[config.mk]
export PLATFORM = sky130hd
export DESIGN_NAME = instr_fetch_unit
export DESIGN_NICKNAME = d
export VERILOG_FILES = /design/src/rtl/instr_fetch_unit.sv
export SDC_FILE = /design/constraint.sdc
export NUM_CORES = 1
export LEC_CHECK = 0
export CAP_MARGIN = 20
export CORE_UTILIZATION = 49
export CTS_CLUSTER_DIAMETER = 40
export CTS_CLUSTER_SIZE = 28
export DETAILED_ROUTE_END_ITERATION = 6
export GPL_ROUTABILITY_DRIVEN = 0
export GPL_TIMING_DRIVEN = 0
export HOLD_SLACK_MARGIN = 0.05
export PLACE_DENSITY = 0.76
export SETUP_SLACK_MARGIN = 0.3
export SYNTH_ARGS = -nofsm -noshare
export SYNTH_HDL_FRONTEND = slang
export SYNTH_SLANG_ARGS = --single-unit
[constraint.sdc]
create_clock -name clk -period 2.1 [get_ports clk]
set_input_delay 0.21 -clock clk [delete_from_list [all_inputs] [get_ports clk]]
set_output_delay 0.21 -clock clk [all_outputs]
set_load 0.05 [all_outputs]
[src/rtl/instr_fetch_unit.sv]
// Fetch stage: owns the PC, reads the combinational instruction memory and queues
// {pc, instr} pairs for decode. Define FETCH_PERF_EN to add fetch/flush counters.
module instr_fetch_unit #(
    parameter logic [15:0] RESET_PC = 16'h0000,
    parameter int unsigned DEPTH    = 4,
    parameter logic [15:0] PC_STEP  = 16'h0001
) (
    input  logic                       clk,
    input  logic                       rst,
    input  logic                       fetch_en,
    output logic [15:0]                imem_addr,
    input  logic [15:0]                imem_instr,
    input  logic                       redirect_valid,
    input  logic [15:0]                redirect_pc,
    output logic                       if_valid,
    input  logic                       if_ready,
    output logic [15:0]                if_instr,
    output logic [15:0]                if_pc,
    output logic [$clog2(DEPTH):0]     fifo_count
`ifdef FETCH_PERF_EN
    ,
    output logic [15:0]                perf_fetched,
    output logic [15:0]                perf_flushed
`endif
);

    localparam int unsigned AW = $clog2(DEPTH);
    localparam int unsigned CW = AW + 1;

    typedef enum logic [1:0] {
        ST_EMPTY,
        ST_PARTIAL,
        ST_FULL
    } status_t;

    logic [15:0]   pc_p0;
    logic [AW-1:0] wr_ptr_p0;
    logic [AW-1:0] rd_ptr_p0;
    logic [CW-1:0] count_p0;
    logic [15:0]   buf_pc_p0    [DEPTH];
    logic [15:0]   buf_instr_p0 [DEPTH];

    status_t status;
    logic    push;
    logic    pop;

    always_comb begin
        status = ST_PARTIAL;
        if (count_p0 == '0)
            status = ST_EMPTY;
        else if (count_p0 == CW'(DEPTH))
            status = ST_FULL;
    end

    // A redirect cycle blocks both handshakes so nothing stale leaks past a flush.
    assign pop  = (status != ST_EMPTY) & if_ready & ~redirect_valid;
    assign push = fetch_en & ~redirect_valid & ((status != ST_FULL) | pop);

    assign imem_addr  = pc_p0;
    assign fifo_count = count_p0;
    assign if_valid   = (status != ST_EMPTY) & ~redirect_valid;
    assign if_pc      = (status != ST_EMPTY) ? buf_pc_p0[rd_ptr_p0]    : 16'h0000;
    assign if_instr   = (status != ST_EMPTY) ? buf_instr_p0[rd_ptr_p0] : 16'h0000;

    // Stage p0: PC and queue control
    always_ff @(posedge clk) begin
        if (rst) begin
            pc_p0     <= RESET_PC;
            wr_ptr_p0 <= '0;
            rd_ptr_p0 <= '0;
            count_p0  <= '0;
        end else if (redirect_valid) begin
            pc_p0     <= redirect_pc;
            wr_ptr_p0 <= '0;
            rd_ptr_p0 <= '0;
            count_p0  <= '0;
        end else begin
            if (push) begin
                pc_p0     <= pc_p0 + PC_STEP;
                wr_ptr_p0 <= wr_ptr_p0 + AW'(1);
            end
            if (pop)
                rd_ptr_p0 <= rd_ptr_p0 + AW'(1);
            if (push && !pop)
                count_p0 <= count_p0 + CW'(1);
            else if (pop && !push)
                count_p0 <= count_p0 - CW'(1);
        end
    end

    // Stage p0: queue storage, validity tracked solely by count_p0
    always_ff @(posedge clk) begin
        if (push) begin
            buf_pc_p0[wr_ptr_p0]    <= pc_p0;
            buf_instr_p0[wr_ptr_p0] <= imem_instr;
        end
    end

`ifdef FETCH_PERF_EN
    function automatic logic [15:0] sat_add(input logic [15:0] a, input logic [CW-1:0] b);
        logic [16:0] sum;
        sum = {1'b0, a} + 17'(b);
        return sum[16] ? 16'hFFFF : sum[15:0];
    endfunction

    always_ff @(posedge clk) begin
        if (rst) begin
            perf_fetched <= '0;
            perf_flushed <= '0;
        end else begin
            if (push)
                perf_fetched <= sat_add(perf_fetched, CW'(1));
            if (redirect_valid)
                perf_flushed <= sat_add(perf_flushed, count_p0);
        end
    end
`endif

endmodule

==> results of run 1 <==
kinds of logic (layout without fill, tap and decap cells):
kind of cell | Yosys count | after routing | share of synthesized area (%)
AOI/OAI and AO/OA | 31 | 31 | 3.73
xor gates and xnor gates | 11 | 11 | 1.54
adders and majority gates | 7 | 7 | 1.52
buffers and inverters | 27 | 168 | 1.80
DFF | 153 | 153 | 69.6
muxes | 33 | 33 | 11.7
and+or+nand+nor | 103 | 107 | 10.0
routing by layer:
layer  global-route usage [%]  vias to the layer above  share of wire [%]
met5                        0                        -                  0
met1                     28.1                     1901                 41
met4                     8.92                        0                2.0
li1                         -                     1709                  -
met2                     36.2                      156                 50
met3                     4.59                       23                6.1
cell usage after synthesis, drive strengths merged, types with 2 or more instances:
cell	number
edfxtp	128
and2	34
nor3	3
nor2	20
or3	4
xnor2	3
a311oi	4
nand4	7
o21ai	2
and4	2
inv	9
dfxtp	25
a31oi	5
a211oi	6
buf	6
a21oi	5
and3	4
mux4	32
nand2	13
clkbuf	12
ha	6
nand3	6
xor2	8
layout make-up:
class	instances	area, um^2	area share (%)
Clock buffer	20	458	5.26
Sequential cell	153	4370	50.2
Buffer	18	235	2.70
Timing Repair Buffer	109	1310	15.0
Inverter	9	33.8	0.388
Clock inverter	12	95.1	1.09
Multi-Input combinational cell	189	2000	23.0
Tap cell	168	210	2.41
worst register-to-register path: stages, from the launching register on:
cell       delay, ns
dfxtp_4         0.33
or3_1           0.37
clkbuf_8        0.15
clkbuf_16       0.14
nand3_4         0.08
ha_4            0.14
inv_2           0.03
fa_2            0.32
xor2_1          0.17
or3_1           0.32
a21oi_2         0.13
per-stage QoR:
step                setup WS (ns)  power (mW)  hold WS, ns  setup TNS [ns]
floorplan                  -0.218        3.96        0.309          -0.218
global placement           -0.861        4.25        0.506          -17.78
detailed placement         -0.932        4.27        0.522          -20.66
CTS                        -0.179        7.27        0.224           -1.85
global route               -0.236        7.51        0.253           -3.63
finish                     -0.170        7.29        0.250           -2.44
power groups by stage:
stage	registers (mW)	clock network, mW	logic [mW]
finish	3.44	2.85	1.00
global route	3.44	3.01	1.05
CTS	3.43	2.87	0.966
detailed placement	3.50	0	0.767
global placement	3.49	0	0.756
floorplan	3.56	0	0.403
layout by cell type, fill, tap and decap left out, types with 6 or more instances in the layout:
cell type        synthesis  layout
xor2_1                   8       8
nor2_1                  20      19
nand2_1                 13      13
clkdlybuf4s50_1          0      35
dfxtp_2                  0      13
inv_1                    9       7
and3_4                   0       8
buf_8                    0      35
mux4_2                  32      32
dfxtp_1                 25      10
clkbuf_16                0      22
buf_4                    0      10
edfxtp_1               128     128
and2_4                   0      33
dlygate4sd2_1            0      18
buf_12                   0       6
state kept, by name, summed over array words and instances (netlist names), named ones only:
name,flops
fifo_count,3
buf_pc_p0,64
rd_ptr_p0,2
buf_instr_p0,64
imem_addr,16
wr_ptr_p0,2
how the worst max path moves through the flow:
stage	end	slack (ns)
final	fifo_count[2]$_SDFFE_PP0P_	-0.17
after global routing	fifo_count[2]$_SDFFE_PP0P_	-0.24
after CTS	fifo_count[2]$_SDFFE_PP0P_	-0.18
after detailed placement	fifo_count[2]$_SDFFE_PP0P_	-0.93
after global placement	fifo_count[2]$_SDFFE_PP0P_	-0.86
after floorplan	fifo_count[2]$_SDFFE_PP0P_	-0.22
repair_timing:
| item | in CTS | in global routing |
|---|---|---|
| gates resized for setup | 350 | 23 |
| cloned | 5 | 4 |
| pin swaps | 31 | 19 |
| setup buffers | 10 | 7 |
| setup endpoints to repair | 54 | 172 |
==> metrics.txt, run 1 <==
antenna violations before repair 0; CTS clk-pin slew, worst paths 0.06 ns; global-route wire length before repair 20800 um; DIE AREA 13200 um^2; Sw Share 24.1%; HP Start rst; I/O pin total 89; post-synthesis register bit count 153; Post-synth EDFFs 128; Top Family by Delay on Critical Path simple AND/OR/NAND/NOR gates; Max transition margin 49.7%; Synthesized Nets 409; combinational share of power 13.8%; Flop pwr share 47.2%; Finished Cell Area 8710 um^2; WP data required 2.44 ns; First-pass DRT Iterations 5; First DRT Iteration DRCs 372; via count 3789; Port Buffer Count 87; crit path kind flip-flop to flip-flop; Crit path top cell by count or3_1; # hold bufs at CTS 0; Clock power frac 39.1%; hold endpoint imem_addr[10]$_SDFFE_PP0P_; Switching Power 1.75 mW; Slew Limit Fails 0; reg2reg end fifo_count[2]$_SDFFE_PP0P_; largest net degree at the start of global routing 33; VDD IR max 418 uV; Initial Util 51.1%; chip width 115 um; R2R Setup Slk -0.17 ns; CP peak stage delay 0.37 ns; Nets 541; Mapped Cells 365; Finished Layout Cells 678; Placed Cells 620; Hold WC Path Type input port to flip-flop; worst-case clock buffer depth 2; clk_lat worst skew 0.41 ns; layout cells sized above 1 40.6%; fmax 0.440 GHz; Post-synth ARST share 0%; final hold viol count 0; Synth cell types 52; Final Core Density 71.3%; Top FF cell, synth edfxtp_1; outcome finished with violations; Post-Syn Area 6240 um^2; gr ovfl total 0; fin crit period 2.27 ns; critical path arrival 2.61 ns; n_diodes 0; Setup WS post-layout -0.170 ns; area leader, netlist edfxtp_1; internal power 5.53 mW; synth warn 0; CTS Sinks 153; Setup violations, final 31; Seq/Total Area, Yosys 69.6%; Routed Wire Length 13900 um; Post-DP HPWL 7790 um; Synth top area share 61.6%; DRC viols 0; CP Max Fanout 4; crit path max-delay cell type or3_1; CTS Buf Count 17; Final ANT Viol Nets 0; TritonCTS clock tree yes; Setup Skew 0.00519 ns; Vias/cell 5.59; Critical path buffers and inverters 3; crit-path cells or3_1 -> clkbuf_8 -> clkbuf_16 -> nand3_4 -> ha_4 -> inv_2 -> fa_2 -> xor2_1 -> or3_1 -> a21oi_2; Slew @ Worst Pin 0.749 ns; Pwr Density 837 nW/um^2; endpoint type of the worst setup path flip-flop; CTS H-tree depth 4; cells on worst reg2reg path 10; Mean Syn Cell Area 17.1 um^2; unrepaired setup endpoints after global routing yes; Layout area overhead 39.6%; Max-Cap Viols 0; worst r2r src fifo_count[2]$_SDFFE_PP0P_; WL/cell 20.5 um; Placed Instance Area 7410 um^2; Hold Path Depth 2; Die Ht 115 um; core area 12200 um^2; vias in the first global route 3833; crit path from fifo_count[2]$_SDFFE_PP0P_; final cycle utilization of the critical path 108%; LEAKAGE 3.06 nW; gr usage total 21.7%; Crit path depth 10; CTS root buf clkbuf_16; violated checks setup timing; # rows 40; element type at the critical path start flip-flop; fill cell count 813; top post-synthesis cells by area edfxtp_1, mux4_2, dfxtp_1
Power figures use the tool's default switching activity.
==> run 2: changes to the inputs <==
Settings changed: SKIP_LAST_GASP set to 1.
==> metrics.txt, run 2 (synthesis results as in run 1) <==
Slew Limit Fails 0 (unchanged); endpoint type of the worst setup path flip-flop; chip width 115 um (unchanged); Finished Cell Area 8720 um^2 (+0.10%); # rows 40 (unchanged); Port Buffer Count 87 (unchanged); Setup violations, final 30 (-3.2%); Top Family by Delay on Critical Path simple AND/OR/NAND/NOR gates; CP peak stage delay 0.37 ns (about the same); hold_ws 0.237 ns (-0.0130 ns); CTS clk-pin slew, worst paths 0.06 ns (about the same); Sw Share 24.2% (+0.11 points); DRC viols 0 (unchanged); final cycle utilization of the critical path 108% (+0.30 points); Max transition margin 64.7% (+15 points); total chip power 7.29 mW (about the same); Vias/cell 5.66 (+1.2%); CTS H-tree depth 4 (unchanged); Placed Cells 620 (unchanged); CP Max Fanout 4 (unchanged); CTS Sinks 153 (unchanged); largest net degree at the start of global routing 33 (unchanged); vias in the first global route 3815 (-0.47%); Flop pwr share 47.1% (about the same); Initial Util 51.1% (unchanged); cells on worst reg2reg path 10 (unchanged); First-pass DRT Iterations 4 (-1); dpl ws -0.932 ns (unchanged); Layout area overhead 39.7%; CTS root buf clkbuf_16; via count 3830 (+1.1%); core area 12200 um^2 (unchanged); Max-Cap Viols 0 (unchanged); layout cells sized above 1 40.3% (-0.31 points); Clock power frac 39.2% (about the same); gr ovfl total 0 (unchanged); Crit path top cell by count or3_1; n_diodes 0 (unchanged); critical path arrival 2.62 ns (about the same); gr usage total 21.7% (unchanged); Pwr Density 837 nW/um^2 (about the same); Critical path buffers and inverters 3 (unchanged); I/O pin total 89 (unchanged); Nets 540 (-0.18%); fmax 0.439 GHz (-0.28%); crit path kind flip-flop to flip-flop; Setup WS post-layout -0.177 ns (-0.00632 ns); commonest non-fill, non-tap cell in the layout edfxtp_1; Hold WC Path Type input port to flip-flop; worst-case clock buffer depth 2 (unchanged); TritonCTS clock tree yes; First DRT Iteration DRCs 381 (+2.4%); WP data required 2.44 ns (about the same); element type at the critical path start flip-flop; Crit path depth 10 (unchanged); WL/cell 20.7 um (+0.95%); reg2reg end fifo_count[2]$_SDFFE_PP0P_; crit path from fifo_count[2]$_SDFFE_PP0P_; violated checks setup timing; unrepaired setup endpoints after global routing yes; internal power 5.53 mW (about the same); outcome finished with violations; Post-DP HPWL 7790 um (unchanged); CTS Buf Count 17 (unchanged); crit-path cells or3_1 -> clkbuf_8 -> clkbuf_16 -> nand3_4 -> ha_4 -> inv_2 -> fa_2 -> xor2_1 -> or3_1 -> a21oi_2; fin crit period 2.28 ns (+0.00632 ns); LEAKAGE 3.06 nW (-0.18%); Routed Wire Length 14000 um (+0.80%); clk_lat worst skew 0.42 ns (about the same); Placed Instance Area 7410 um^2 (unchanged); Finished Layout Cells 677 (-0.15%); R2R Setup Slk -0.18 ns (about the same); most frequent cells in the layout edfxtp_1, clkdlybuf4s50_1, and2_4, mux4_2, buf_8; antenna violations before repair 0 (unchanged); Switching Power 1.76 mW (+0.52%); global-route wire length before repair 20700 um (-0.43%); crit path max-delay cell type or3_1; Die Ht 115 um (unchanged); VDD IR max 376 uV (-10%); combinational share of power 13.7% (about the same); critical path endpoint fifo_count[2]$_SDFFE_PP0P_; Final ANT Viol Nets 0 (unchanged); worst r2r src fifo_count[2]$_SDFFE_PP0P_; Setup Skew 0.00474 ns (-0.000442 ns); DIE AREA 13200 um^2 (unchanged); Slew @ Worst Pin 0.529 ns (-0.219 ns); final hold viol count 0 (unchanged)
## run 2: cell count changes in the layout (fill, tap and decap cells not counted), moves of 2 or more
cell | before | now
dlygate4sd2_1 | 18 | 16
buf_6 | 5 | 9
clkbuf_8 | 1 | 3
buf_8 | 35 | 28
dfxtp_4 | 2 | 5
buf_4 | 10 | 8
dfxtp_2 | 13 | 10
## run 2: through the flow
step / utilization [%] / setup TNS [ns]
CTS: 69.6 / -1.92
floorplan: - / -0.218
global route: 71.4 / -3.18
finish: 71.4 / -2.03
detailed placement: 60.7 / -20.66
global placement: 60.7 / -17.78
## run 2: area by class of cell
type	instances	area (um^2)
plain buffers	18	244
clock buffers	20	458
clock inverters	12	95.1
fillers	818	3500
inverters	9	33.8
multi-input cells	189	2000
flip-flops and latches	153	4380
well taps	168	210
repair buffers	108	1300
## run 2: power groups by stage
stage                     clock network [mW]  registers, mW  logic [mW]
after floorplan                            0           3.56       0.403
after global placement                     0           3.49       0.756
after detailed placement                   0           3.50       0.767
after CTS                               2.87           3.43       0.953
after global routing                    3.01           3.44        1.04
final                                   2.86           3.44       0.998
## run 2: worst register-to-register path: stages, from the launching register on
cell,delay (ns)
dfxtp_4,0.33
or3_1,0.37
clkbuf_8,0.16
clkbuf_16,0.14
nand3_4,0.08
ha_4,0.14
inv_2,0.03
fa_2,0.32
xor2_1,0.17
or3_1,0.32
a21oi_2,0.14
## run 2: worst min path at each step
stage	slack, ns	start	to	cells after the start
floorplan	0.31	imem_instr[0]	buf_instr_p0[0][0]$_DFFE_PP_	0
global placement	0.51	fifo_count[2]$_SDFFE_PP0P_	fifo_count[2]$_SDFFE_PP0P_	2
detailed placement	0.52	imem_addr[5]$_SDFFE_PP0P_	buf_pc_p0[0][5]$_DFFE_PP_	0
CTS	0.22	rst	imem_addr[10]$_SDFFE_PP0P_	2
global route	0.24	rst	imem_addr[10]$_SDFFE_PP0P_	2
finish	0.24	rst	imem_addr[10]$_SDFFE_PP0P_	2
## run 2: repair_timing
action,in CTS,in global routing
endpoints found under the setup margin,54,174
gates resized for setup,337,34
cloned,5,5
hold buffers,0,0
pin swaps,25,23
buffers inserted,10,5
## run 2: per-layer routing
metal	share of wire, %	global-route usage [%]	routed length, um
met2	52	36.1	7240
met3	5.6	4.69	793
met5	0	0	0
met4	1.5	8.31	208
met1	41	28.4	5800
==> run 3: changes to the inputs <==
Settings changed: GPL_ROUTABILITY_DRIVEN 0 to unset.
==> metrics.txt, run 3 (synthesis results as in run 1) <==
gr usage total 22.0% (+0.30 points); hold_ws 0.254 ns (+0.0164 ns); gr ovfl total 0 (unchanged); Initial Util 51.1% (unchanged); antenna violations before repair 0 (unchanged); Port Buffer Count 87 (unchanged); crit path from fifo_count[2]$_SDFFE_PP0P_; I/O pin total 89 (unchanged); Routed Wire Length 14600 um (+4.3%); CTS clk-pin slew, worst paths 0.06 ns (about the same); WP data required 2.45 ns (about the same); Max-Cap Viols 0 (unchanged); critical path arrival 2.57 ns (-0.05 ns); Setup TNS -1.68 ns (+0.355 ns); LEAKAGE 3.02 nW (-1.1%); via count 3826 (-0.10%); Finished Cell Area 8630 um^2 (-0.98%); VDD IR max 474 uV (+26%); commonest non-fill, non-tap cell in the layout edfxtp_1; Post-DP HPWL 7820 um (+0.44%); final cycle utilization of the critical path 106% (-2.5 points); fin crit period 2.22 ns (-0.0527 ns); TritonCTS clock tree yes; final hold viol count 0 (unchanged); First-pass DRT Iterations 5 (+1); crit-path cells or3_4 -> buf_8 -> clkbuf_16 -> nand3_4 -> ha_4 -> inv_2 -> fa_2 -> xor2_1 -> or3_1 -> a21oi_1; Slew @ Worst Pin 0.516 ns (-0.0139 ns); crit path kind flip-flop to flip-flop; Setup violations, final 28 (-6.7%); largest net degree at the start of global routing 33 (unchanged); clk_lat worst skew 0.42 ns (about the same); WL/cell 21.6 um (+4.3%); Max transition margin 65.6% (+0.92 points); layout cells sized above 1 38.7% (-1.6 points); chip width 115 um (unchanged); unrepaired setup endpoints after global routing yes; total chip power 7.49 mW (+2.7%); Vias/cell 5.65 (-0.10%); CP Max Fanout 5 (+1); Setup Skew 0.0101 ns (+0.00531 ns); Nets 540 (unchanged); global-route wire length before repair 20800 um (+0.23%); endpoint type of the worst setup path flip-flop; crit path max-delay cell type or3_4; CTS Buf Count 17 (unchanged); CTS root buf clkbuf_16; Final ANT Viol Nets 0 (unchanged); CTS Sinks 153 (unchanged); DIE AREA 13200 um^2 (unchanged); Pwr Density 868 nW/um^2 (+3.7%); violated checks setup timing; routability cong. 0.818; CP peak stage delay 0.38 ns (about the same); element type at the critical path start flip-flop; First DRT Iteration DRCs 339 (-11%); worst r2r src fifo_count[2]$_SDFFE_PP0P_; Hold WC Path Type input port to flip-flop; outcome finished with violations; worst-case clock buffer depth 2 (unchanged); HP Start rst; fill cell count 828 (+1.2%); core area 12200 um^2 (unchanged); Layout area overhead 38.3%; Placed Instance Area 7410 um^2 (unchanged); # rows 40 (unchanged); Critical path buffers and inverters 3 (unchanged); CTS H-tree depth 4 (unchanged); Slew Limit Fails 0 (unchanged); Setup WS post-layout -0.124 ns (+0.0527 ns); DRC viols 0 (unchanged); fmax 0.450 GHz (+2.4%); n_diodes 0 (unchanged); most frequent cells in the layout edfxtp_1, clkdlybuf4s50_1, mux4_2, and2_4, buf_8; Die Ht 115 um (unchanged); vias in the first global route 3895 (+2.1%); # hold bufs at CTS 0 (unchanged); Top Family by Delay on Critical Path simple AND/OR/NAND/NOR gates
run 3: final cells by class:
type	count	area [um^2]	area share (%)
Sequential cell	153	4370	50.6
Multi-Input combinational cell	189	1980	22.9
Timing Repair Buffer	108	1210	14.0
Clock buffer	21	460	5.33
Buffer	18	221	2.57
Tap cell	168	210	2.44
Clock inverter	11	146	1.70
Inverter	9	33.8	0.391
run 3: final timing paths:
path                           endpoint  slack, ns  depth (start not counted)
max          fifo_count[2]$_SDFFE_PP0P_      -0.12                         10
min reg2reg   buf_pc_p0[3][3]$_DFFE_PP_       0.54                          0
min          imem_addr[10]$_SDFFE_PP0P_       0.25                          2
max reg2reg  fifo_count[2]$_SDFFE_PP0P_      -0.12                         10
run 3: layer usage:
metal  track usage [%]  vias up  wire [um]
li1                  -     1718          -
met1              26.8     1939       5900
met3              5.69       11        827
met5                 0        -          0
met4              5.54        0        132
met2              39.4      158       7780
run 3: per-stage QoR:
stage          std cells  util (%)  worst slack [ns]
2_1_floorplan        365         -            -0.218
5_1_grt              677      70.7            -0.194
4_1_cts              669      68.8            -0.162
3_5_place_dp         620      60.7            -0.872
6_report             677      70.7            -0.124
3_3_place_gp         620      60.7            -0.849
run 3: what timing repair did:
item,4_1_cts,5_1_grt
gates cloned,3,6
gates resized for setup,298,40
pin swaps,18,20
endpoints found under the setup margin,55,172
setup buffers,14,2
run 3: report_power, final:
| group | internal (mW) | leakage [nW] | total [mW] | switching, mW |
|---|---|---|---|---|
| clock network | 1.93 | 0.281 | 3.10 | 1.17 |
| logic | 0.429 | 1.36 | 0.950 | 0.520 |
| registers | 3.37 | 1.38 | 3.44 | 0.0725 |
| total | 5.72 | 3.02 | 7.49 | 1.77 |
